$ cat config.mk
export PLATFORM = sky130hd
export DESIGN_NAME = spcpu_fetch_unit
export DESIGN_NICKNAME = d
export VERILOG_FILES = /design/src/rtl/spcpu_fetch_unit.sv
export SDC_FILE = /design/constraint.sdc
export NUM_CORES = 1
export LEC_CHECK = 0
export ABC_CLOCK_PERIOD_IN_PS = 5000
export CAP_MARGIN = 20
export CORE_MARGIN = 2
export CORE_UTILIZATION = 45
export DETAILED_ROUTE_END_ITERATION = 12
export DONT_BUFFER_PORTS = 1
export HOLD_SLACK_MARGIN = 0.03
export SYNTH_ARGS = -nofsm -noshare
export SYNTH_HDL_FRONTEND = slang
export SYNTH_SLANG_ARGS = --single-unit
$ cat constraint.sdc
create_clock -name clk -period 5 [get_ports clk]
set_input_delay 0 -clock clk [delete_from_list [all_inputs] [get_ports clk]]
set_output_delay 0 -clock clk [all_outputs]
set_load 0.01 [all_outputs]
$ cat src/rtl/spcpu_fetch_unit.sv
// spcpu_fetch_unit: instruction prefetch unit for the spcpu core.
// Streams halfwords from memory into a small circular queue and assembles
// 16-bit and 32-bit instructions for the decode stage.
//
// Ports:
//   clk          - sole clock, all state updates on posedge
//   reset        - synchronous, active-low
//   fetch_en     - level, permits memory requests
//   mem_req      - read request valid (from registered state only)
//   mem_addr     - halfword-aligned read address
//   mem_ack      - memory accepts request, mem_rdata valid same cycle
//   mem_rdata    - read data
//   redirect     - flush queue and restart fetch at redirect_pc
//   redirect_pc  - new fetch address (bit 0 ignored)
//   instr_valid  - complete instruction at queue head
//   instr_ready  - consumer accepts the head instruction
//   instr_hi     - first (or only) halfword
//   instr_lo     - second halfword, 0 for 16-bit instructions
//   instr_is_32  - head instruction is 32-bit
//   instr_pc     - address of instr_hi
module spcpu_fetch_unit #(
    parameter int unsigned              ADDR_WIDTH    = 16,
    parameter int unsigned              HW_WIDTH      = 16,
    parameter int unsigned              QUEUE_DEPTH   = 4,
    parameter logic [ADDR_WIDTH-1:0]    RESET_PC      = '0,
    parameter int unsigned              LONG_PREFIX_W = 3,
    parameter logic [LONG_PREFIX_W-1:0] LONG_PREFIX   = 3'b111
) (
    input  logic                  clk,
    input  logic                  reset,
    input  logic                  fetch_en,
    output logic                  mem_req,
    output logic [ADDR_WIDTH-1:0] mem_addr,
    input  logic                  mem_ack,
    input  logic [HW_WIDTH-1:0]   mem_rdata,
    input  logic                  redirect,
    input  logic [ADDR_WIDTH-1:0] redirect_pc,
    output logic                  instr_valid,
    input  logic                  instr_ready,
    output logic [HW_WIDTH-1:0]   instr_hi,
    output logic [HW_WIDTH-1:0]   instr_lo,
    output logic                  instr_is_32,
    output logic [ADDR_WIDTH-1:0] instr_pc
);

    localparam int unsigned PTR_W = $clog2(QUEUE_DEPTH);
    localparam int unsigned CNT_W = PTR_W + 1;

    typedef enum logic [1:0] {
        ST_IDLE  = 2'd0,
        ST_FETCH = 2'd1,
        ST_FULL  = 2'd2
    } state_t;

    state_t state_q, state_d;

    logic [HW_WIDTH-1:0]   q_data [QUEUE_DEPTH];
    logic [ADDR_WIDTH-1:0] q_addr [QUEUE_DEPTH];
    logic [PTR_W-1:0]      rd_q, wr_q;
    logic [CNT_W-1:0]      count_q;
    logic [ADDR_WIDTH-1:0] fetch_addr_q;

    logic [PTR_W-1:0]      rd_plus1;
    logic                  head_long;
    logic                  has_one;
    logic                  has_two;
    logic                  head_is_32;
    logic                  q_not_full;
    logic                  push;
    logic                  pop;
    logic [CNT_W-1:0]      pop_cnt;
    logic [CNT_W-1:0]      count_next;
    logic [ADDR_WIDTH-1:0] redirect_aligned;

    // Head decode: a long head needs its second halfword queued before it is valid
    assign rd_plus1   = rd_q + PTR_W'(1);
    assign head_long  = (q_data[rd_q][HW_WIDTH-1 -: LONG_PREFIX_W] == LONG_PREFIX);
    assign has_one    = (count_q != '0);
    assign has_two    = (count_q >= CNT_W'(2));
    assign head_is_32 = has_one && head_long;
    assign q_not_full = (count_q < CNT_W'(QUEUE_DEPTH));

    assign instr_valid = has_one && (!head_long || has_two);
    assign instr_hi    = q_data[rd_q];
    assign instr_lo    = head_is_32 ? q_data[rd_plus1] : '0;
    assign instr_is_32 = head_is_32;
    assign instr_pc    = q_addr[rd_q];

    // Request depends only on registered state, never on mem_ack
    assign mem_req  = (state_q == ST_FETCH) && q_not_full;
    assign mem_addr = fetch_addr_q;

    // Redirect voids both the memory transfer and the consumer handshake
    assign push       = mem_req && mem_ack && !redirect;
    assign pop        = instr_valid && instr_ready && !redirect;
    assign pop_cnt    = !pop ? CNT_W'(0) : (head_is_32 ? CNT_W'(2) : CNT_W'(1));
    assign count_next = count_q + CNT_W'(push) - pop_cnt;

    // Masking keeps every redirect_pc bit referenced while forcing alignment
    assign redirect_aligned = redirect_pc & ~ADDR_WIDTH'(1);

    // FSM state register
    always_ff @(posedge clk) begin
        if (!reset) begin
            state_q <= ST_IDLE;
        end else begin
            state_q <= state_d;
        end
    end

    // FSM next-state logic
    always_comb begin
        state_d = state_q;
        if (redirect) begin
            state_d = fetch_en ? ST_FETCH : ST_IDLE;
        end else begin
            case (state_q)
                ST_IDLE: begin
                    if (fetch_en) begin
                        state_d = ST_FETCH;
                    end
                end
                ST_FETCH: begin
                    if (!fetch_en) begin
                        state_d = ST_IDLE;
                    end else if (count_next == CNT_W'(QUEUE_DEPTH)) begin
                        state_d = ST_FULL;
                    end
                end
                ST_FULL: begin
                    if (!fetch_en) begin
                        state_d = ST_IDLE;
                    end else if (count_next < CNT_W'(QUEUE_DEPTH)) begin
                        state_d = ST_FETCH;
                    end
                end
                default: begin
                    state_d = ST_IDLE;
                end
            endcase
        end
    end

    // Queue pointers, count and fetch address
    always_ff @(posedge clk) begin
        if (!reset) begin
            rd_q         <= '0;
            wr_q         <= '0;
            count_q      <= '0;
            fetch_addr_q <= RESET_PC;
        end else if (redirect) begin
            rd_q         <= '0;
            wr_q         <= '0;
            count_q      <= '0;
            fetch_addr_q <= redirect_aligned;
        end else begin
            if (push) begin
                wr_q         <= wr_q + PTR_W'(1);
                fetch_addr_q <= fetch_addr_q + ADDR_WIDTH'(2);
            end
            if (pop) begin
                // PTR_W'(2) wraps correctly for a two-entry queue
                rd_q <= rd_q + (head_is_32 ? PTR_W'(2) : PTR_W'(1));
            end
            count_q <= count_next;
        end
    end

    // Queue storage: halfword plus its fetch address
    always_ff @(posedge clk) begin
        if (!reset) begin
            for (int unsigned i = 0; i < QUEUE_DEPTH; i++) begin
                q_data[PTR_W'(i)] <= '0;
                q_addr[PTR_W'(i)] <= RESET_PC;
            end
        end else if (push) begin
            q_data[wr_q] <= mem_rdata;
            q_addr[wr_q] <= fetch_addr_q;
        end
    end

endmodule

---- After elaboration in Yosys (flattened, before gate mapping) ----
Memory sizes are Yosys's and may differ from the RTL's. A register that Yosys moved wholly into a read port is not among the register bits.
Cells that the tools add are included.
operators by class
  reductions and logical operators ........ 17
  add/sub/neg operators ................... 6
  mux-type cells .......................... 28
  bitwise logic cells ..................... 1
  eq/ne operators ......................... 7
  order comparisons ....................... 3
operators by type and width
  cell                   number
  $mux 16                5
  $reduce_or 16->1       2
  $mux 2                 15
  $add 16x2->16 const B  1
  $logic_and 1x1->1      7
  $mux 1                 7
  $eq 3x3->1 const B     2
  $lt 3x3->1 const B     2
  $pmux 2 s3             1
  $add 2x1->2 const B    2
  $ne 4x3->1 const B     1
  $ne 4x4->1 const B     1
  $add 3x1->3            1
  $ge 3x2->1 const B     1
  $ne 3x3->1 const B     1
  $reduce_and 3->1       1
  $reduce_bool 3->1      1
  $sub 3x2->3            1
  $add 2x2->2            1
  $eq 2x1->1 const B     1
  $eq 2x2->1 const B     1
  $logic_not 1->1        2
  $logic_not 2->1        1
  $reduce_bool 2->1      1
  other kinds (3)        3
word-level totals
  memory bits (writable) .................. 128
  output and inout port bits .............. 67
  memories kept ........................... 2
  bits in registers ....................... 25
  logic and storage cells ................. 70
memory list
  memory  words  width  read ports  clocked after Yosys merged registers in  write ports  line  RTL
  q_addr  4      16     1           1                                        4            58    logic [ADDR_WIDTH-1:0] q_addr [QUEUE_DEPTH];
  q_data  4      16     2           1                                        4            57    logic [HW_WIDTH-1:0] q_data [QUEUE_DEPTH];

---- Logic depth before layout (Yosys ltp) ----
  depth after elaboration ................. 13
  mapped depth ............................ 13
  depth with buffers taken out ............ 12

---- Worst setup path after synthesis ----
No wires, ideal clock.
  kind .................................... reg-to-reg
  from .................................... reg count_q[2]
  to ...................................... mem q_addr[3][10], enable pin
  path slack .............................. 1.201 ns
  library setup time ...................... 0.462 ns
  data required time ...................... 4.538 ns
  cell stages (with the launch flop) ...... 6
  buffers on the path ..................... 2
  arrival time ............................ 3.337 ns
  cells stage by stage .................... dfxtp_1 -> and4bb_2 -> buf_2 -> buf_2 -> nand2_1 -> o21ai_0
RTL lines
  what                      line  RTL
  start: declaration        60    logic [CNT_W-1:0] count_q;
  start signal: assignment  165   count_q <= count_next;
  end: declaration          58

==> impl_metrics.yaml <==
timing:
  finalSetupViolCount: 0
  post-route-min-period_ns: 3.33
  fmax_mhz: 301
  drv_slew: 0
  fin_skew_ns: 0.00570
  setup_tns_ns: 0
  slew_headroom: 0.324
  period_share: 0.665
  fin_hold_ws_ns: 0.0375
  final-hold-violation-count: 0
  grt_setup_unrepaired: "no"
  tightest_slew_ns: 1.01
clocking:
  cts_sinks: 150
  cts_buffer_depth: 2
  root_buffer: "clkbuf_16"
  postCtsSetupRepairBufs: 0
  htree_num_levels: 4
  path_clk_slew_ns: 0.06
  cts_made_buffers: 17
  cts_tree: "done"
  worstSkewPairLatency_ns: 0.42
die:
  dieArea_um2: 17000
  initial_core_util: 0.456
  pin_count: 105
  fp.dieH_um: 130
  num_rows: 46
  fp.dieW_um: 130
  core_area_um2: 15800
power_and_ir_drop:
  vdd_drop_max_mv: 0.221
  total_power_mw: 2.89
  power.density_nw_per_um2: 344
  p_leak_nw: 3.11
routing:
  routedWlPerCell_um: 22.2
  antenna_left: 0
  drc: 0
  drt-initial-drc-count: 331
  vias_per_cell: 5.50
  vias: 4288
  routed_wirelength_mm: 17.3
  dr.pass1.iters: 4
finish:
  area_delta_synth_final_pct: 17.0
  n_antenna_cell: 0
  final_cell_mix: "124 x edfxtp_1, 74 x and2_1, 47 x mux4_2, 36 x dlygate4sd3_1, 32 x nor2_1"
  layout-drive-gt1-share: 0.179
  fin_nets: 595
  final_common_cell: "edfxtp_1"
global_routing:
  antenna_found_initial: 0
  grt_pass1_wl_mm: 26.4
  track_usage: 0.215
  grt_max_degree: 31
  gr-total-overflow: 0
  first_global_vias: 4538
placed_design:
  place_congestion: 0.775
  io_buffers: 0
  place_hpwl_mm: 10.8
synth:
  synthFlopType: "edfxtp_1"
  synth_edf_count: 124
  syn_area_um2: 7190
  synthCells: 519
  ys_types: 41
  seq_area_frac_synth: 0.590
  syn_area_per_cell_um2: 13.9
  ys_ff_latch: 150
  ys_async_sr_fraction: 0
  yosysWarnings: 0
run:
  drv_cap: 0
critical_path:
  cp.arrival_ns: 3.60
  worst_setup_path_start_kind: "register"
  path_class: "register to register"
  cp-end-kind: "register"
  path_max_fanout: 16
  required_ns: 5.27
outcome:
  outcome: "finished clean"
worst_hold_path:
  hp-class: "primary input to register"
==> cell families (layout without fill, tap and decap cells) <==
| group | after synthesis | in the layout | share of synthesized area |
|---|---|---|---|
| flip-flops | 150 | 150 | 0.590 |
| XOR/XNOR | 12 | 12 | 0.0165 |
| other | 1 | 2 | 0.000521 |
| buffers and inverters | 50 | 94 | 0.0296 |
| AO/OA/AOI/OAI | 40 | 40 | 0.0350 |
| AND/OR/NAND/NOR | 209 | 209 | 0.164 |
| multiplexers | 51 | 51 | 0.153 |
| adder cells (fa/ha/maj) | 6 | 6 | 0.0115 |
==> where the power goes <==
group | leakage, nW | internal (mW) | switching [mW]
registers | 1.50 | 1.40 | 0.0383
clock network | 0.309 | 0.832 | 0.483
logic | 1.30 | 0.0636 | 0.0804
==> worst paths after layout <==
path | startpoint | to | slack [ns] | cells past startpoint
worst max-delay path | register | state_q[0] | 1.67 | 12
worst max register to register | register | state_q[0] | 1.67 | 12
worst min-delay path | reset | q_addr[2][1] | 0.04 | 1
worst min register to register | rd_q[0] | register | 0.51 | 2
==> what timing repair did <==
item,CTS,global route
hold buffers,36,0
resized for setup,0,0
hold endpoints to repair,101,0
==> area by class of cell <==
| cell class | instances | area, µm² |
|---|---|---|
| multi-input cells | 320 | 2790 |
| fillers | 1371 | 7350 |
| well taps | 216 | 270 |
| clock buffers | 22 | 484 |
| inverters | 14 | 52.6 |
| flip-flops and latches | 150 | 4250 |
| clock inverters | 10 | 125 |
| repair buffers | 48 | 450 |
==> Yosys cell counts (all sizes together) (2+ instances only) <==
master	n	area (µm²)
mux4	47	1060
a31oi	5	31.3
xor2	5	43.8
a21oi	6	30.0
or4	2	15.0
o21ai	19	98.9
nand4	6	37.5
nor2b	18	113
and2	74	463
and3	27	169
inv	14	52.6
buf	14	77.6
nand3	7	35.0
ha	5	62.6
dfxtp	26	521
nand3b	2	15.0
o31ai	2	15.0
mux2i	4	40.0
nand2	23	86.3
or3	3	18.8
edfxtp	124	3720
o211a	6	60.1
or2	2	12.5
xnor2	6	52.6
nor2	32	120
nand2b	9	56.3
clkbuf	22	82.6
==> per-stage QoR <==
stage	instances	setup WS [ns]	util	cell area [µm²]
after floorplan	520	1.20	-	7200
after detailed placement	712	1.65	0.472	7450
after global routing	780	1.36	0.534	8420
after CTS	780	1.65	0.534	8420
after global placement	712	1.71	0.472	7450
final	780	1.67	0.534	8420
==> worst max-delay path, cell delays in order (launching register included) <==
cell,delay [ns]
dfxtp_2,0.73
mux4_2,0.66
and3_1,0.29
nor2_1,0.15
ha_1,0.23
inv_1,0.06
ha_1,0.13
inv_1,0.04
fa_1,0.37
xnor3_1,0.23
nand2b_1,0.09
o2bb2ai_1,0.11
a21oi_1,0.08
==> metal layers <==
metal | track usage | wire length (µm) | up-vias
met1 | 0.260 | 6800 | 2168
met5 | 0 | 0 | -
met2 | 0.377 | 9130 | 130
met4 | 0.0526 | 113 | 0
met3 | 0.0684 | 1270 | 10
li1 | - | - | 1980
==> state kept, by name (all words and copies together) (netlist names), named ones only <==
| register | flops |
|---|---|
| q_data | 64 |
| q_addr | 60 |
| mem_addr | 15 |
| count_q | 3 |
| rd_q | 2 |
| state_q | 2 |
| wr_q | 2 |
No activity file was read; power rests on OpenSTA's default activity.
